`config.mk`:
```
export PLATFORM = sky130hd
export DESIGN_NAME = rx_frame_dec_flat
export DESIGN_NICKNAME = d
export VERILOG_FILES = /design/src/rtl/rx_frame_dec_if.sv /design/src/rtl/rx_frame_dec.sv /design/src/flat_wrapper.sv
export SDC_FILE = /design/constraint.sdc
export NUM_CORES = 1
export LEC_CHECK = 0
export CORE_ASPECT_RATIO = 0.6
export CORE_MARGIN = 5
export CORE_UTILIZATION = 40
export CTS_CLUSTER_SIZE = 10
export DETAILED_ROUTE_END_ITERATION = 8
export DONT_BUFFER_PORTS = 1
export PLACE_DENSITY = 0.63
export SLEW_MARGIN = 5
export SYNTH_ARGS = -nofsm -noshare
export SYNTH_HDL_FRONTEND = slang
export SYNTH_SLANG_ARGS = --single-unit
```
`constraint.sdc`:
```
create_clock -name clk_sys -period 2.6 [get_ports clk_sys]
set_clock_uncertainty 0.05 [all_clocks]
set_input_delay 0.26 -clock clk_sys [delete_from_list [all_inputs] [get_ports clk_sys]]
set_output_delay 0.26 -clock clk_sys [all_outputs]
set_load 0.01 [all_outputs]
```
`src/rtl/rx_frame_dec_if.sv`:
```
// rx_frame_dec_if -- byte-receive and decoded-frame bundle for rx_frame_dec.
//   master : the side that supplies bytes and consumes frames (dispatcher side)
//   slave  : the decoder itself
//   rx_vld/rx_data        one-cycle byte strobe and byte
//   frm_data/frm_vld      decoded payload and its one-cycle update pulse
//   frm_err/err_code      one-cycle abort pulse and its cause
//   cnt_ok/cnt_err        saturating good/aborted frame counters
`timescale 1ns/1ps
interface rx_frame_dec_if #(
  parameter int NBYTE  = 4,
  parameter int STAT_W = 16
);
  logic                 rx_vld;
  logic [7:0]           rx_data;
  logic [NBYTE*8-1:0]   frm_data;
  logic                 frm_vld;
  logic                 frm_err;
  logic [1:0]           err_code;
  logic [STAT_W-1:0]    cnt_ok;
  logic [STAT_W-1:0]    cnt_err;

  modport master (
    output rx_vld, rx_data,
    input  frm_data, frm_vld, frm_err, err_code, cnt_ok, cnt_err
  );

  modport slave (
    input  rx_vld, rx_data,
    output frm_data, frm_vld, frm_err, err_code, cnt_ok, cnt_err
  );
endinterface

```
`src/rtl/rx_frame_dec.sv`:
```
// rx_frame_dec -- hunts for a header byte, gathers NBYTE payload bytes into a
// flat word (first byte in the top bits) and reports good/aborted frames.
// Optional trailing checksum (8-bit sum of the payload) is compiled in with
// the macro RX_FRAME_CHKSUM_EN; without it the last payload byte completes
// the frame.
// Ports:
//   clk_sys  system clock
//   rst      synchronous, active-high reset
//   bus      rx_frame_dec_if.slave (rx_vld, rx_data in; frm_data, frm_vld,
//            frm_err, err_code, cnt_ok, cnt_err out; all outputs registered)
// err_code: 2'b01 inter-byte timeout, 2'b10 checksum mismatch.
`timescale 1ns/1ps
module rx_frame_dec #(
  parameter int         NBYTE   = 4,
  parameter logic [7:0] HDR     = 8'hA5,
  parameter int         TIMEOUT = 100000,
  parameter int         CNT_W   = 20,
  parameter int         STAT_W  = 16
) (
  input  logic           clk_sys,
  input  logic           rst,
  rx_frame_dec_if.slave  bus
);

  localparam int                IDX_W    = (NBYTE > 1) ? $clog2(NBYTE) : 1;
  localparam logic [IDX_W-1:0]  IDX_LAST = IDX_W'(NBYTE - 1);
  localparam logic [CNT_W-1:0]  TMO_LAST = CNT_W'(TIMEOUT - 1);
  localparam logic [STAT_W-1:0] CNT_MAX  = {STAT_W{1'b1}};

  typedef enum logic [2:0] {
    S_IDLE = 3'd0,
    S_PAY  = 3'd1,
`ifdef RX_FRAME_CHKSUM_EN
    S_CHK  = 3'd2,
`endif
    S_DONE = 3'd3,
    S_FAIL = 3'd4
  } state_t;

  state_t               state_r, state_nxt_s;
  logic [IDX_W-1:0]     idx_r, idx_nxt_s;
  logic [CNT_W-1:0]     tmr_r, tmr_nxt_s;
  logic [NBYTE*8-1:0]   shadow_r, shadow_nxt_s;
  logic [1:0]           err_code_nxt_s;
`ifdef RX_FRAME_CHKSUM_EN
  logic [7:0]           sum_r, sum_nxt_s;
`endif

  logic [NBYTE*8-1:0]   frm_data_r;
  logic                 frm_vld_r;
  logic                 frm_err_r;
  logic [1:0]           err_code_r;
  logic [STAT_W-1:0]    cnt_ok_r;
  logic [STAT_W-1:0]    cnt_err_r;

  // State register.
  always_ff @(posedge clk_sys) begin
    if (rst) begin
      state_r <= S_IDLE;
    end else begin
      state_r <= state_nxt_s;
    end
  end

  // Next-state and datapath update decode.
  always_comb begin
    state_nxt_s    = state_r;
    idx_nxt_s      = idx_r;
    tmr_nxt_s      = tmr_r;
    shadow_nxt_s   = shadow_r;
    err_code_nxt_s = 2'b00;
`ifdef RX_FRAME_CHKSUM_EN
    sum_nxt_s      = sum_r;
`endif
    case (state_r)
      S_IDLE: begin
        if (bus.rx_vld && (bus.rx_data == HDR)) begin
          state_nxt_s = S_PAY;
          idx_nxt_s   = {IDX_W{1'b0}};
          tmr_nxt_s   = {CNT_W{1'b0}};
`ifdef RX_FRAME_CHKSUM_EN
          sum_nxt_s   = 8'h00;
`endif
        end else begin
          state_nxt_s = S_IDLE;
        end
      end
      S_PAY: begin
        // A header value here is ordinary payload; a byte always beats expiry.
        if (bus.rx_vld) begin
          shadow_nxt_s = {shadow_r[NBYTE*8-9:0], bus.rx_data};
          idx_nxt_s    = idx_r + IDX_W'(1);
          tmr_nxt_s    = {CNT_W{1'b0}};
`ifdef RX_FRAME_CHKSUM_EN
          sum_nxt_s    = sum_r + bus.rx_data;
`endif
          if (idx_r == IDX_LAST) begin
`ifdef RX_FRAME_CHKSUM_EN
            state_nxt_s = S_CHK;
`else
            state_nxt_s = S_DONE;
`endif
          end else begin
            state_nxt_s = S_PAY;
          end
        end else if (tmr_r == TMO_LAST) begin
          state_nxt_s    = S_FAIL;
          err_code_nxt_s = 2'b01;
        end else begin
          tmr_nxt_s = tmr_r + CNT_W'(1);
        end
      end
`ifdef RX_FRAME_CHKSUM_EN
      S_CHK: begin
        if (bus.rx_vld) begin
          tmr_nxt_s = {CNT_W{1'b0}};
          if (bus.rx_data == sum_r) begin
            state_nxt_s = S_DONE;
          end else begin
            state_nxt_s    = S_FAIL;
            err_code_nxt_s = 2'b10;
          end
        end else if (tmr_r == TMO_LAST) begin
          state_nxt_s    = S_FAIL;
          err_code_nxt_s = 2'b01;
        end else begin
          tmr_nxt_s = tmr_r + CNT_W'(1);
        end
      end
`endif
      // Bytes arriving here are dropped, including a header.
      S_DONE:  state_nxt_s = S_IDLE;
      S_FAIL:  state_nxt_s = S_IDLE;
      default: state_nxt_s = S_IDLE;
    endcase
  end

  // Frame-collection datapath registers.
  always_ff @(posedge clk_sys) begin
    if (rst) begin
      idx_r    <= {IDX_W{1'b0}};
      tmr_r    <= {CNT_W{1'b0}};
      shadow_r <= {(NBYTE*8){1'b0}};
`ifdef RX_FRAME_CHKSUM_EN
      sum_r    <= 8'h00;
`endif
    end else begin
      idx_r    <= idx_nxt_s;
      tmr_r    <= tmr_nxt_s;
      shadow_r <= shadow_nxt_s;
`ifdef RX_FRAME_CHKSUM_EN
      sum_r    <= sum_nxt_s;
`endif
    end
  end

  // Output registers, loaded on entry to S_DONE/S_FAIL so the pulses line up
  // with those states (the cycle after the deciding byte or expiry).
  always_ff @(posedge clk_sys) begin
    if (rst) begin
      frm_data_r <= {(NBYTE*8){1'b0}};
      frm_vld_r  <= 1'b0;
      frm_err_r  <= 1'b0;
      err_code_r <= 2'b00;
      cnt_ok_r   <= {STAT_W{1'b0}};
      cnt_err_r  <= {STAT_W{1'b0}};
    end else begin
      frm_vld_r  <= (state_nxt_s == S_DONE);
      frm_err_r  <= (state_nxt_s == S_FAIL);
      err_code_r <= err_code_nxt_s;
      if (state_nxt_s == S_DONE) begin
        frm_data_r <= shadow_nxt_s;
        if (cnt_ok_r != CNT_MAX) begin
          cnt_ok_r <= cnt_ok_r + STAT_W'(1);
        end else begin
          cnt_ok_r <= cnt_ok_r;
        end
      end else begin
        frm_data_r <= frm_data_r;
        cnt_ok_r   <= cnt_ok_r;
      end
      if ((state_nxt_s == S_FAIL) && (cnt_err_r != CNT_MAX)) begin
        cnt_err_r <= cnt_err_r + STAT_W'(1);
      end else begin
        cnt_err_r <= cnt_err_r;
      end
    end
  end

  assign bus.frm_data = frm_data_r;
  assign bus.frm_vld  = frm_vld_r;
  assign bus.frm_err  = frm_err_r;
  assign bus.err_code = err_code_r;
  assign bus.cnt_ok   = cnt_ok_r;
  assign bus.cnt_err  = cnt_err_r;

endmodule

```
`src/flat_wrapper.sv`:
```
// flat-port wrapper written by rule: the top's interface ports become plain ports
module rx_frame_dec_flat 
#(
  parameter int         NBYTE   = 4,
  parameter logic [7:0] HDR     = 8'hA5,
  parameter int         TIMEOUT = 100000,
  parameter int         CNT_W   = 20,
  parameter int         STAT_W  = 16
)
  (clk_sys, rst, bus_rx_vld, bus_rx_data, bus_frm_data, bus_frm_vld, bus_frm_err, bus_err_code, bus_cnt_ok, bus_cnt_err);
  rx_frame_dec_if #(.NBYTE(NBYTE), .STAT_W(STAT_W)) bus_i ();
  input  logic clk_sys;
  input  logic rst;
  input wire logic [$bits(bus_i.rx_vld)-1:0] bus_rx_vld;
  input wire logic [$bits(bus_i.rx_data)-1:0] bus_rx_data;
  output wire logic [$bits(bus_i.frm_data)-1:0] bus_frm_data;
  output wire logic [$bits(bus_i.frm_vld)-1:0] bus_frm_vld;
  output wire logic [$bits(bus_i.frm_err)-1:0] bus_frm_err;
  output wire logic [$bits(bus_i.err_code)-1:0] bus_err_code;
  output wire logic [$bits(bus_i.cnt_ok)-1:0] bus_cnt_ok;
  output wire logic [$bits(bus_i.cnt_err)-1:0] bus_cnt_err;
  assign bus_i.rx_vld = bus_rx_vld;
  assign bus_i.rx_data = bus_rx_data;
  assign bus_frm_data = bus_i.frm_data;
  assign bus_frm_vld = bus_i.frm_vld;
  assign bus_frm_err = bus_i.frm_err;
  assign bus_err_code = bus_i.err_code;
  assign bus_cnt_ok = bus_i.cnt_ok;
  assign bus_cnt_err = bus_i.cnt_err;
  rx_frame_dec #(.NBYTE(NBYTE), .HDR(HDR), .TIMEOUT(TIMEOUT), .CNT_W(CNT_W), .STAT_W(STAT_W)) u_core (.clk_sys(clk_sys), .rst(rst), .bus(bus_i));
endmodule
```
* Word-level counts from Yosys, hierarchy flattened
Index checks and enable logic that the tools add are counted. W data, S select, Z words.
Word-level totals: bits in registers 125, input bits 11
Operators by class: add/subtract/negate cells 4, eq/ne operators 11, multiplexer cells 15, bitwise gates (word level) 1, reductions and logical operators 8
Operator list (count):
- $mux W32 | 2
- $mux W20 | 3
- $pmux W20 S2 | 1
- $add A16 B1 Y16 const B | 2
- $ne A16 B16 Y1 const B | 2
- $add A20 B1 Y20 const B | 1
- $eq A20 B17 Y1 const B | 1
- $eq A8 B8 Y1 const B | 1
- $mux W2 | 3
- $mux W3 | 2
- $pmux W3 S2 | 1
- $reduce_and A3 Y1 | 2
- $pmux W2 S2 | 1
- $eq A3 B1 Y1 const B | 1
- $eq A3 B2 Y1 const B | 1
- $eq A3 B3 Y1 const B | 1
- $logic_not A3 Y1 | 1
- $ne A3 B3 Y1 const B | 1
- $reduce_or A3 Y1 | 1
- $add A2 B1 Y2 const B | 1
- $eq A2 B2 Y1 const B | 1
- $logic_and A1 B1 Y1 | 2
- $mux W1 | 2
- $ne A2 B1 Y1 const B | 1
- other kinds (4) | 4

* Depth between registers and ports, before layout
Gate-level depths: netlist of run 1.
depth in word-level cells 6, gate-level depth with buffers 8, gate-level depth less buffers 6

* Least setup slack after synthesis of run 1
OpenSTA, ideal clock, no wires.
kind reg2reg, start point reg u_core.tmr_r[5], end point reg u_core.tmr_r[0], library setup time 0.121 ns, arrival 1.868 ns, path slack 0.561 ns, stages on the path, launching flop included 8, period minus slack after synthesis 2.039 ns, path through dfxtp_1 -> or4_4 -> nor4_4 -> o211a_4 -> buf_8 -> buf_8 -> xor2_1 -> nor2_1
Between the ends: cells in the longest elaborated chain, start to end 3
RTL lines:
- start: declaration | line rx_frame_dec.sv:42 | logic [CNT_W-1:0] tmr_r, tmr_nxt_s;
- start signal: assignment | line rx_frame_dec.sv:142 | tmr_r <= {CNT_W{1'b0}};
- start signal: assignment | line rx_frame_dec.sv:149 | tmr_r <= tmr_nxt_s;
- $eq A20 B17 Y1 | line rx_frame_dec.sv:106 | end else if (tmr_r == TMO_LAST) begin
- $ne A3 B3 Y1 (no source line)
- $reduce_and A3 Y1 (no source line)
No other way between the ends. A chain may end at the register's enable or synchronous reset.

* Worst setup path in the final report of run 1
start point reg u_core.tmr_r[8], end point reg u_core.tmr_r[6]
The elaborated chain is that of the path after synthesis.

==> results.md, run 1 <==
- # fillers: 1148
- LEAKAGE: 1.78 nW
- Width of the chip: 154 um
- Largest net degree at the start of global routing: 97
- Ranking of synthesized cells by area: dfxtp_1 47%, nand2_1 11%, a21oi_1 7.8%
- Critical Path AT: 2.56 ns
- Yosys reg bits: 116
- Antenna violations before repair: 0
- Via density: 5.51
- Most common cell after layout, fill and taps aside: nand2_1
- Routed WL: 12600 um
- Clk slew on worst S/H paths: 0.06 ns
- Number of global-route vias before repair: 3996
- Critical Path RT: 2.85 ns
- Vias: 4320
- Most frequent cells in the layout: 143 x nand2_1, 116 x dfxtp_1, 77 x a21oi_1
- Aggregate global-route resource usage: 17.0%
- Worst slew pin tran: 0.824 ns
- Syn Std Cell Area: 4970 um^2
- Num rows: 31
- Final Instance Count excl. Fillers: 784
- Critical Path Source Type: flop
- Max cap viols: 0
- Ant. Diodes: 0
- Setup crit end kind: flop
- Seq/Total Area, Yosys: 46.7%
- Max-slew violations: 0
- Post-route setup slack: 0.288 ns
- Final Setup Violations: 0
- Ys async rst share: 0%
- Die Ht: 96.4 um
- Flop2flop setup slack: 0.29 ns
- Power Dens Cells: 762 nW/um^2
- Number of port buffers: 0
- Worst r2r src: u_core.tmr_r[8]$_SDFFE_PP0P_
- H-tree depth: 4
- Syn. warnings: 0
- CTS tree: yes
- RSZ-0062 raised after global routing: no
- Root Driver: clkbuf_16
- Drt drc: 0
- Post-Synthesis Cells: 606
- Mux cell area share after synthesis: 0.629%
- Dpl cell area: 5040 um^2
- Peak VDD IR: 0.000520 V
- Num CTS Buffers: 17
- Run status: finished clean
- Peak Freq: 0.432 GHz
- Crit Path Max Fanout: 42
- HP Class: in2reg
- Fraction of synthesized cell area in xor and xnor cells: 3.17%
- Clk sinks: 116
- Syn_nets: 621
- DRT antenna net count: 0
- Largest area contributor in the netlist: dfxtp_1
- Slowest CP cell: or4b_1
- Initial core utilization: 41.1%
- Gpl congestion: 0.888
- Synth top area share: 46.7%
- Synth Area per Inst: 8.21 um^2
- Post-DP HPWL: 8280 um
- HP Start: rst
- Adder-cell area share of the yosys netlist: 1.01%
- Drt pass-1 iters: 5
- Delay of the slowest critical-path stage: 0.57 ns
- Worst reg2reg path depth: 5
- Cells after DPL: 742
- Clk buf depth: 2
- Post-synthesis compound-gate area fraction: 15.1%
- Slew headroom: 44.9%
- Final Hold Vio Count: 0
- End of the worst register-to-register path: u_core.tmr_r[6]$_SDFFE_PP0P_
- Worst-path cell chain: or4b_1 -> nor4_4 -> o211a_4 -> nor4_1 -> o21a_1
- Share of cells above drive strength 1: 9.37%
- Critical path class: reg2reg
- Post-synthesis cell type count: 53
- Combinational family with the most area after synthesis: simple AND/OR/NAND/NOR gates
- Worst Hold Endpoint: u_core.bus.cnt_err[11]$_SDFFE_PP0P_
- Area growth syn-to-layout: 16.4%
- Core Region: 12100 um^2
- Worst-case hold slack: 0.0278 ns
- Setup TNS: 0 ns
- GRT overflow: 0
- Nets: 621
- First-pass GRT wire length: 20200 um
- Synth Area in Simple Gates: 28.9%
- Final period utilization: 88.9%
- Final Instance Area: 5790 um^2
- Worst Hold Path Cells: 2
- DIE AREA: 14800 um^2
- IO Pins: 79
- Most common flop cell mapped by yosys: dfxtp_1
- EDFF count, synth: 0
- Skew-Pair Late Insertion Delay: 0.41 ns
- Min Tclk post-route: 2.31 ns
- Routed WL per cell: 16.0 um
- Initial DRC Count: 247
- DP Worst Slack: 0.342 ns
## worst max path at each step
stage                            startpoint                                   to  slack (ns)  cells past startpoint
6_report       u_core.tmr_r[8]$_SDFFE_PP0P_         u_core.tmr_r[6]$_SDFFE_PP0P_        0.29                      5
5_1_grt        u_core.tmr_r[0]$_SDFFE_PP0P_  u_core.bus.cnt_err[15]$_SDFFE_PP0P_        0.08                      6
4_1_cts        u_core.tmr_r[5]$_SDFFE_PP0P_         u_core.tmr_r[6]$_SDFFE_PP0P_        0.34                      5
3_5_place_dp   u_core.tmr_r[5]$_SDFFE_PP0P_         u_core.tmr_r[6]$_SDFFE_PP0P_        0.34                      5
3_3_place_gp   u_core.tmr_r[5]$_SDFFE_PP0P_         u_core.tmr_r[6]$_SDFFE_PP0P_        0.40                      5
2_1_floorplan  u_core.tmr_r[5]$_SDFFE_PP0P_         u_core.tmr_r[0]$_SDFFE_PP0P_        0.56                      7
## cells by family after synthesis
kind of cell | count (synthesis)
AO/OA/AOI/OAI | 129
multiplexers | 3
flip-flops | 116
adder cells (fa/ha/maj) | 4
other | 1
XOR/XNOR | 18
buffers and inverters | 43
AND/OR/NAND/NOR | 292
## critical path: cells and delay by family, from the launching register on
family / cells / cell delay (ns)
flops: 1 / 0.37
simple gates: 3 / 1.10
compound gates: 2 / 0.67
## where the power goes
part,internal [mW],total [mW],switching [mW]
combinational,0.0389,0.135,0.0965
clock,1.66,2.48,0.822
sequential,1.79,1.80,0.0104
## Yosys cell counts, types with 2 or more instances
library cell  number
nand4_1           13
nor4bb_1           2
a21oi_2            9
or4_1             11
inv_1              8
o21ai_0           10
xor2_1             5
mux2i_1            2
nor2_1            37
nand2_1          143
o22ai_1            2
xnor2_1           13
or4_4              2
nand3_1           22
dfxtp_1          116
nor3b_1            2
or3b_1             2
or3_1             20
buf_8              3
o211ai_1           2
nor4_2             2
and2_1             4
o31ai_1            8
and3_1             4
buf_2              3
nor4b_1            4
a211oi_1           4
nor2b_1            2
clkbuf_1          26
nor3_1             8
ha_1               4
a21oi_1           77
and4_1             3
o21ai_1           10
nor4_1             5
## layout make-up
type / count / area (um^2) / share of cell area (%)
multi-input combinational: 447 / 2430 / 42.0
sequential: 116 / 2320 / 40.1
clock buffer: 20 / 457 / 7.89
tap: 165 / 206 / 3.57
clock inverter: 12 / 176 / 3.05
timing repair buffer: 16 / 163 / 2.81
inverter: 8 / 30.0 / 0.519
## through the flow
stage	util (%)	total power, mW
2_1_floorplan	-	1.96
5_1_grt	47.8	4.55
3_5_place_dp	41.6	1.93
4_1_cts	47.8	4.45
3_3_place_gp	41.6	1.93
6_report	47.8	4.41
## per-layer routing
layer  wire [um]  global-route usage (%)  up-vias
met5           0                       0        -
li1            -                       -     2117
met2        5310                    24.5      172
met4         173                    6.25        0
met3        1240                    7.50       26
met1        5830                    22.6     2005
## state kept, by name, indices dropped and copies added, names as in the netlist
register / cells
u_core.bus.frm_vld: 1
u_core.bus.err_code: 1
u_core.state_r: 3
u_core.bus.frm_data: 32
u_core.bus.cnt_err: 16
u_core.bus.frm_err: 1
u_core.shadow_r: 24
u_core.idx_r: 2
u_core.tmr_r: 20
u_core.bus.cnt_ok: 16
## timing repair
action,CTS,global route
hold endpoints to repair,96,0
hold buffers,10,0
setup buffers,0,0
gates resized for setup,0,0
Note: power is estimated with default switching activity, not from simulation.
==> run 2: changes to the inputs <==
- BUFFER_PORTS_ARGS: unset -> -buffer_cell sky130_fd_sc_hd__buf_2
- CORE_UTILIZATION: 40 -> 30
- DONT_BUFFER_PORTS: 1 -> unset
- PLACE_DENSITY: 0.63 -> 0.57
==> results.md, run 2 (synthesis gave the netlist of run 1 again) <==
- HP Class: in2reg
- Worst slew pin tran: 0.492 ns (-0.332 ns)
- IO Pins: 79 (unchanged)
- Worst-path cell chain: ha_1 -> nor4b_1 -> and4_1 -> nand4_1 -> or4_1 -> a21oi_1
- Delay of the slowest critical-path stage: 0.49 ns (-0.08 ns)
- Num CTS Buffers: 17 (unchanged)
- Top delay family on crit path: simple AND/OR/NAND/NOR gates
- Routed WL per cell: 14.3 um (-11%)
- Die Ht: 110 um (+14%)
- Clk slew on worst S/H paths: 0.06 ns (about the same)
- Min Tclk post-route: 2.31 ns (-0.000591 ns)
- Drt drc: 0 (unchanged)
- RSZ-0062 raised after global routing: no
- Clk sinks: 116 (unchanged)
- DIE AREA: 19300 um^2 (+30%)
- Routed WL: 13100 um (+4.4%)
- Skew-Pair Late Insertion Delay: 0.41 ns (about the same)
- Num rows: 36 (+16%)
- Largest net degree at the start of global routing: 100 (+3.1%)
- DRT antenna net count: 0 (unchanged)
- M3 GR Usage: 4.33% (-3.2 points)
- WP buf/inv: 0 (unchanged)
- Vias: 4495 (+4.1%)
- Critical Path Source Type: flop
- Ant. Diodes: 0 (unchanged)
- Root Driver: clkbuf_16
- Setup TNS: 0 ns (unchanged)
- Antenna violations before repair: 0 (unchanged)
- Clk buf depth: 2 (unchanged)
- Setup crit end kind: flop
- Via density: 4.90 (-11%)
- Initial DRC Count: 348 (+41%)
- LEAKAGE: 2.15 nW (+20%)
- Post-DP HPWL: 9090 um (+9.8%)
- GRT met1 Usage: 21.1% (-1.6 points)
- Power Dens Cells: 701 nW/um^2 (-8.0%)
- GRT overflow: 0 (unchanged)
- Critical Path RT: 2.89 ns (+0.04 ns)
- GR Util met2: 17.9% (-6.6 points)
- Max cap viols: 0 (unchanged)
- Slowest CP cell: or4_1
- Final Hold Vio Count: 0 (unchanged)
- Number of port buffers: 77 (+77)
- Area growth syn-to-layout: 23.7%
- Cts hold-fix bufs: 0 (-10)
- CTS tree: yes
- Busiest grt layer: met1
- Critical path class: reg2reg
- Gpl congestion: 0.828 (-6.8%)
- H-tree depth: 4 (unchanged)
- Crit Path Max Fanout: 8 (-81%)
- Post-CTS sizing: 0 (unchanged)
- Aggregate global-route resource usage: 13.7% (-3.4 points)
- Initial core utilization: 30.6% (-11 points)
- Critical Path AT: 2.60 ns (+0.04 ns)
- Final period utilization: 88.9% (about the same)
- First-pass GRT wire length: 21200 um (+4.9%)
- Max-slew violations: 0 (unchanged)
- Run status: finished clean
- Max reg flops: 32 (unchanged)
- Peak VDD IR: 0.000310 V (-40%)
- Post-CTS Setup Bufs: 0 (unchanged)
- Slew headroom: 66.3% (+21 points)
- Drt pass-1 iters: 5 (unchanged)
- Nets: 692 (+11%)
- Number of global-route vias before repair: 4044 (+1.2%)
- Most frequent cells in the layout: 143 x nand2_1, 116 x dfxtp_1, 77 x a21oi_1
- Width of the chip: 176 um (+14%)
- Share of cells above drive strength 1: 19.9% (+10 points)
- Most common cell after layout, fill and taps aside: nand2_1
- Total power draw: 4.31 mW (-2.3%)
- Peak Freq: 0.433 GHz (about the same)
- Final Setup Violations: 0 (unchanged)
- Core Region: 16300 um^2 (+34%)
-- run 2: changes by cell type in the layout (fill, tap and decap cells not counted), sizes merged --
cell / change
bufinv: -1
buf: +80
dlygate4sd3: -9
inv: -1
clkinvlp: +3
clkinv: -1
-- run 2: final timing paths --
check,depth (start not counted),start,slack [ns],end
hold reg to reg,2,u_core.bus.frm_data[2]$_SDFFE_PP0N_,0.40,u_core.bus.frm_data[2]$_SDFFE_PP0N_
setup reg to reg,6,u_core.tmr_r[0]$_SDFFE_PP0P_,0.29,u_core.bus.cnt_err[15]$_SDFFE_PP0P_
setup / recovery,6,u_core.tmr_r[0]$_SDFFE_PP0P_,0.29,u_core.bus.cnt_err[15]$_SDFFE_PP0P_
hold / removal,3,bus_rx_data[3],0.07,u_core.shadow_r[3]$_SDFF_PP0_
-- run 2: layout make-up --
type | count | area, um^2
clock buffers | 20 | 447
clock inverters | 12 | 155
fillers | 1702 | 10100
inverters | 8 | 30.0
multi-input cells | 447 | 2430
flip-flops and latches | 116 | 2320
well taps | 228 | 285
repair buffers | 87 | 475
-- run 2: per-stage QoR --
stage	instances	hold slack, ns	util, %	cell area (um^2)	setup WS, ns
finish	918	0.0726	37.8	6150	0.288
global route	918	0.0663	37.8	6150	0.136
CTS	918	0.0601	37.8	6150	0.294
detailed placement	886	0.397	34.1	5550	0.312
global placement	886	0.392	34.1	5550	0.340
floorplan	606	0.346	-	4970	0.561
-- run 2: report_power, final --
group          switching (mW)  internal (mW)
Sequential             0.0105           1.79
Combinational           0.104         0.0353
Clock                   0.840           1.53
-- run 2: worst min-delay path: cells and delay by family --
family / cells / cell delay [ns]
AND/OR/NAND/NOR: 1 / 0.05
buffers and inverters: 1 / 0.12
AO/OA/AOI/OAI: 1 / 0.05
-- run 2: routing by layer --
layer / up-vias / routed length, um
met5: - / 0
met4: 0 / 83
met3: 9 / 876
met2: 110 / 5110
met1: 2113 / 7040
li1: 2263 / -
==> run 3: changes to the inputs <==
- PLACE_DENSITY: 0.57 -> unset
- PLACE_DENSITY_LB_ADDON: unset -> 0.3
==> results.md, run 3 (synthesis gave the netlist of run 1 again) <==
- Num rows: 36 (unchanged)
- # fillers: 1705 (+0.18%)
- Routed WL: 13300 um (+1.7%)
- Total power draw: 4.33 mW (+0.55%)
- HP Class: in2reg
- Die Ht: 110 um (unchanged)
- GRT overflow: 0 (unchanged)
- Crit Path Max Fanout: 42 (+34)
- RSZ-0062 raised after global routing: no
- Post-route setup slack: 0.264 ns (-0.0244 ns)
- Switching share of power: 22.1% (about the same)
- LEAKAGE: 2.15 nW (+0.23%)
- HP Start: bus_rx_data[2]
- Final period utilization: 89.9% (+0.94 points)
- Post-CTS sizing: 0 (unchanged)
- Clk buf depth: 2 (unchanged)
- Worst-path cell chain: or4b_1 -> nor4_4 -> o211a_4 -> nor4_1 -> o21a_1
- Slowest CP cell: or4b_1
- Cells after DPL: 887 (+0.11%)
- Most frequent cells in the layout: 143 x nand2_1, 116 x dfxtp_1, 77 x a21oi_1
- Post-CTS Setup Bufs: 0 (unchanged)
- End of the worst register-to-register path: u_core.tmr_r[6]$_SDFFE_PP0P_
- Nets: 693 (+0.14%)
- Drt pass-1 iters: 5 (unchanged)
- Clk slew on worst S/H paths: 0.05 ns (about the same)
- Internal power: 3.37 mW (+0.56%)
- Worst r2r src: u_core.tmr_r[7]$_SDFFE_PP0P_
- Most common cell after layout, fill and taps aside: nand2_1
- Gpl congestion: 0.828 (about the same)
- Routed WL per cell: 14.5 um (+1.7%)
- Post-DP HPWL: 9240 um (+1.7%)
- Critical Path AT: 2.58 ns (-0.02 ns)
- Min Tclk post-route: 2.34 ns (+0.0244 ns)
- Share of cells above drive strength 1: 20.1% (+0.29 points)
- DIE AREA: 19300 um^2 (unchanged)
- Max reg flops: 32 (unchanged)
- Ant. Diodes: 0 (unchanged)
- Aggregate global-route resource usage: 14.2% (+0.50 points)
- Critical Path RT: 2.85 ns (-0.04 ns)
- H-tree depth: 4 (unchanged)
- Peak Freq: 0.428 GHz (-1.0%)
- Worst reg2reg path depth: 5 (-1)
- Skew-Pair Late Insertion Delay: 0.41 ns (about the same)
- Critical Path Start: u_core.tmr_r[7]$_SDFFE_PP0P_
- DRT antenna net count: 0 (unchanged)
- Initial DRC Count: 345 (-0.86%)
- Number of global-route vias before repair: 4093 (+1.2%)
- Via density: 4.90 (+0.13%)
- Initial core utilization: 30.6% (unchanged)
- Flop2flop setup slack: 0.26 ns (-0.02 ns)
- Worst Hold Path Cells: 3 (unchanged)
- Final Instance Count excl. Fillers: 918 (unchanged)
- Sequential fraction of design power: 41.5% (-0.2 points)
- IO Pins: 79 (unchanged)
- Final Setup Violations: 0 (unchanged)
- Critical Path Source Type: flop
- Max-slew violations: 0 (unchanged)
- Cts hold-fix bufs: 0 (unchanged)
- Setup crit end kind: flop
- Net Sw Power: 960 uW (+0.52%)
- Peak VDD IR: 0.000464 V (+49%)
- Antenna violations before repair: 0 (unchanged)
- Slew headroom: 64.0% (-2.3 points)
- Top delay family on crit path: simple AND/OR/NAND/NOR gates
- Worst Hold Endpoint: u_core.bus.frm_data[2]$_SDFFE_PP0N_
- Clk pwr share: 55.3% (+0.3 points)
- Largest net degree at the start of global routing: 52 (-48%)
- Width of the chip: 176 um (unchanged)
- Clk sinks: 116 (unchanged)
- Power Dens Cells: 705 nW/um^2 (+0.53%)
- Setup TNS: 0 ns (unchanged)
- Core Region: 16300 um^2 (unchanged)
- Area growth syn-to-layout: 23.7% (about the same)
- Dpl cell area: 5540 um^2 (about the same)
- WP buf/inv: 0 (unchanged)
- DP Worst Slack: 0.325 ns (+0.0129 ns)
- Critical path class: reg2reg
- Delay of the slowest critical-path stage: 0.53 ns (+0.04 ns)
- Max cap viols: 0 (unchanged)
- CTS tree: yes
- Gate power share: 3.2% (about the same)
- Root Driver: clkbuf_16
- Final Hold Vio Count: 0 (unchanged)
- First-pass GRT wire length: 21900 um (+3.1%)
- Number of port buffers: 77 (unchanged)
- Vias: 4501 (+0.13%)
- Final Instance Area: 6150 um^2 (about the same)
- Worst slew pin tran: 0.540 ns (+0.0478 ns)
- Drt drc: 0 (unchanged)
- Num CTS Buffers: 17 (unchanged)
- Run status: finished clean
==> run 3: layer usage <==
| metal | global-route usage [%] | part of all wire (%) | vias to the layer above |
|---|---|---|---|
| met5 | 0 | 0 | - |
| met4 | 4.62 | 1.2 | 0 |
| met3 | 3.71 | 5.8 | 13 |
| met2 | 18.4 | 38 | 139 |
| met1 | 22.0 | 55 | 2088 |
| li1 | - | - | 2261 |
==> run 3: area by class of cell <==
cell class | count | area, um^2 | share of cell area [%]
Multi-Input combinational cell | 447 | 2430 | 39.6
Sequential cell | 116 | 2320 | 37.8
Timing Repair Buffer | 88 | 470 | 7.65
Clock buffer | 19 | 453 | 7.37
Tap cell | 228 | 285 | 4.64
Clock inverter | 12 | 155 | 2.52
Inverter | 8 | 30.0 | 0.488
==> run 3: how the worst max path moves through the flow <==
stage / end / cells after the start
floorplan: u_core.tmr_r[0]$_SDFFE_PP0P_ / 7
global placement: u_core.tmr_r[6]$_SDFFE_PP0P_ / 5
detailed placement: u_core.tmr_r[6]$_SDFFE_PP0P_ / 5
CTS: u_core.tmr_r[6]$_SDFFE_PP0P_ / 5
global route: u_core.tmr_r[10]$_SDFFE_PP0P_ / 5
finish: u_core.tmr_r[6]$_SDFFE_PP0P_ / 5
==> run 3: tightest hold or removal path, delay by kind of cell <==
kind / cells / cell delay [ns]
buffers and inverters: 1 / 0.12
and+or+nand+nor: 1 / 0.05
AOI/OAI and AO/OA: 1 / 0.05
==> run 3: through the flow <==
| step | utilization, % | hold WS [ns] |
|---|---|---|
| 4_1_cts | 37.8 | 0.0550 |
| 5_1_grt | 37.8 | 0.0684 |
| 6_report | 37.8 | 0.0685 |
| 2_1_floorplan | - | 0.346 |
| 3_3_place_gp | 34.1 | 0.392 |
| 3_5_place_dp | 34.1 | 0.396 |
==> run 3: power by group through the flow <==
stage / logic, mW / registers (mW) / clock network, mW
after floorplan: 0.130 / 1.83 / 0
after global placement: 0.138 / 1.84 / 0
after detailed placement: 0.137 / 1.84 / 0
after CTS: 0.138 / 1.80 / 2.44
after global routing: 0.153 / 1.80 / 2.54
final: 0.137 / 1.80 / 2.40
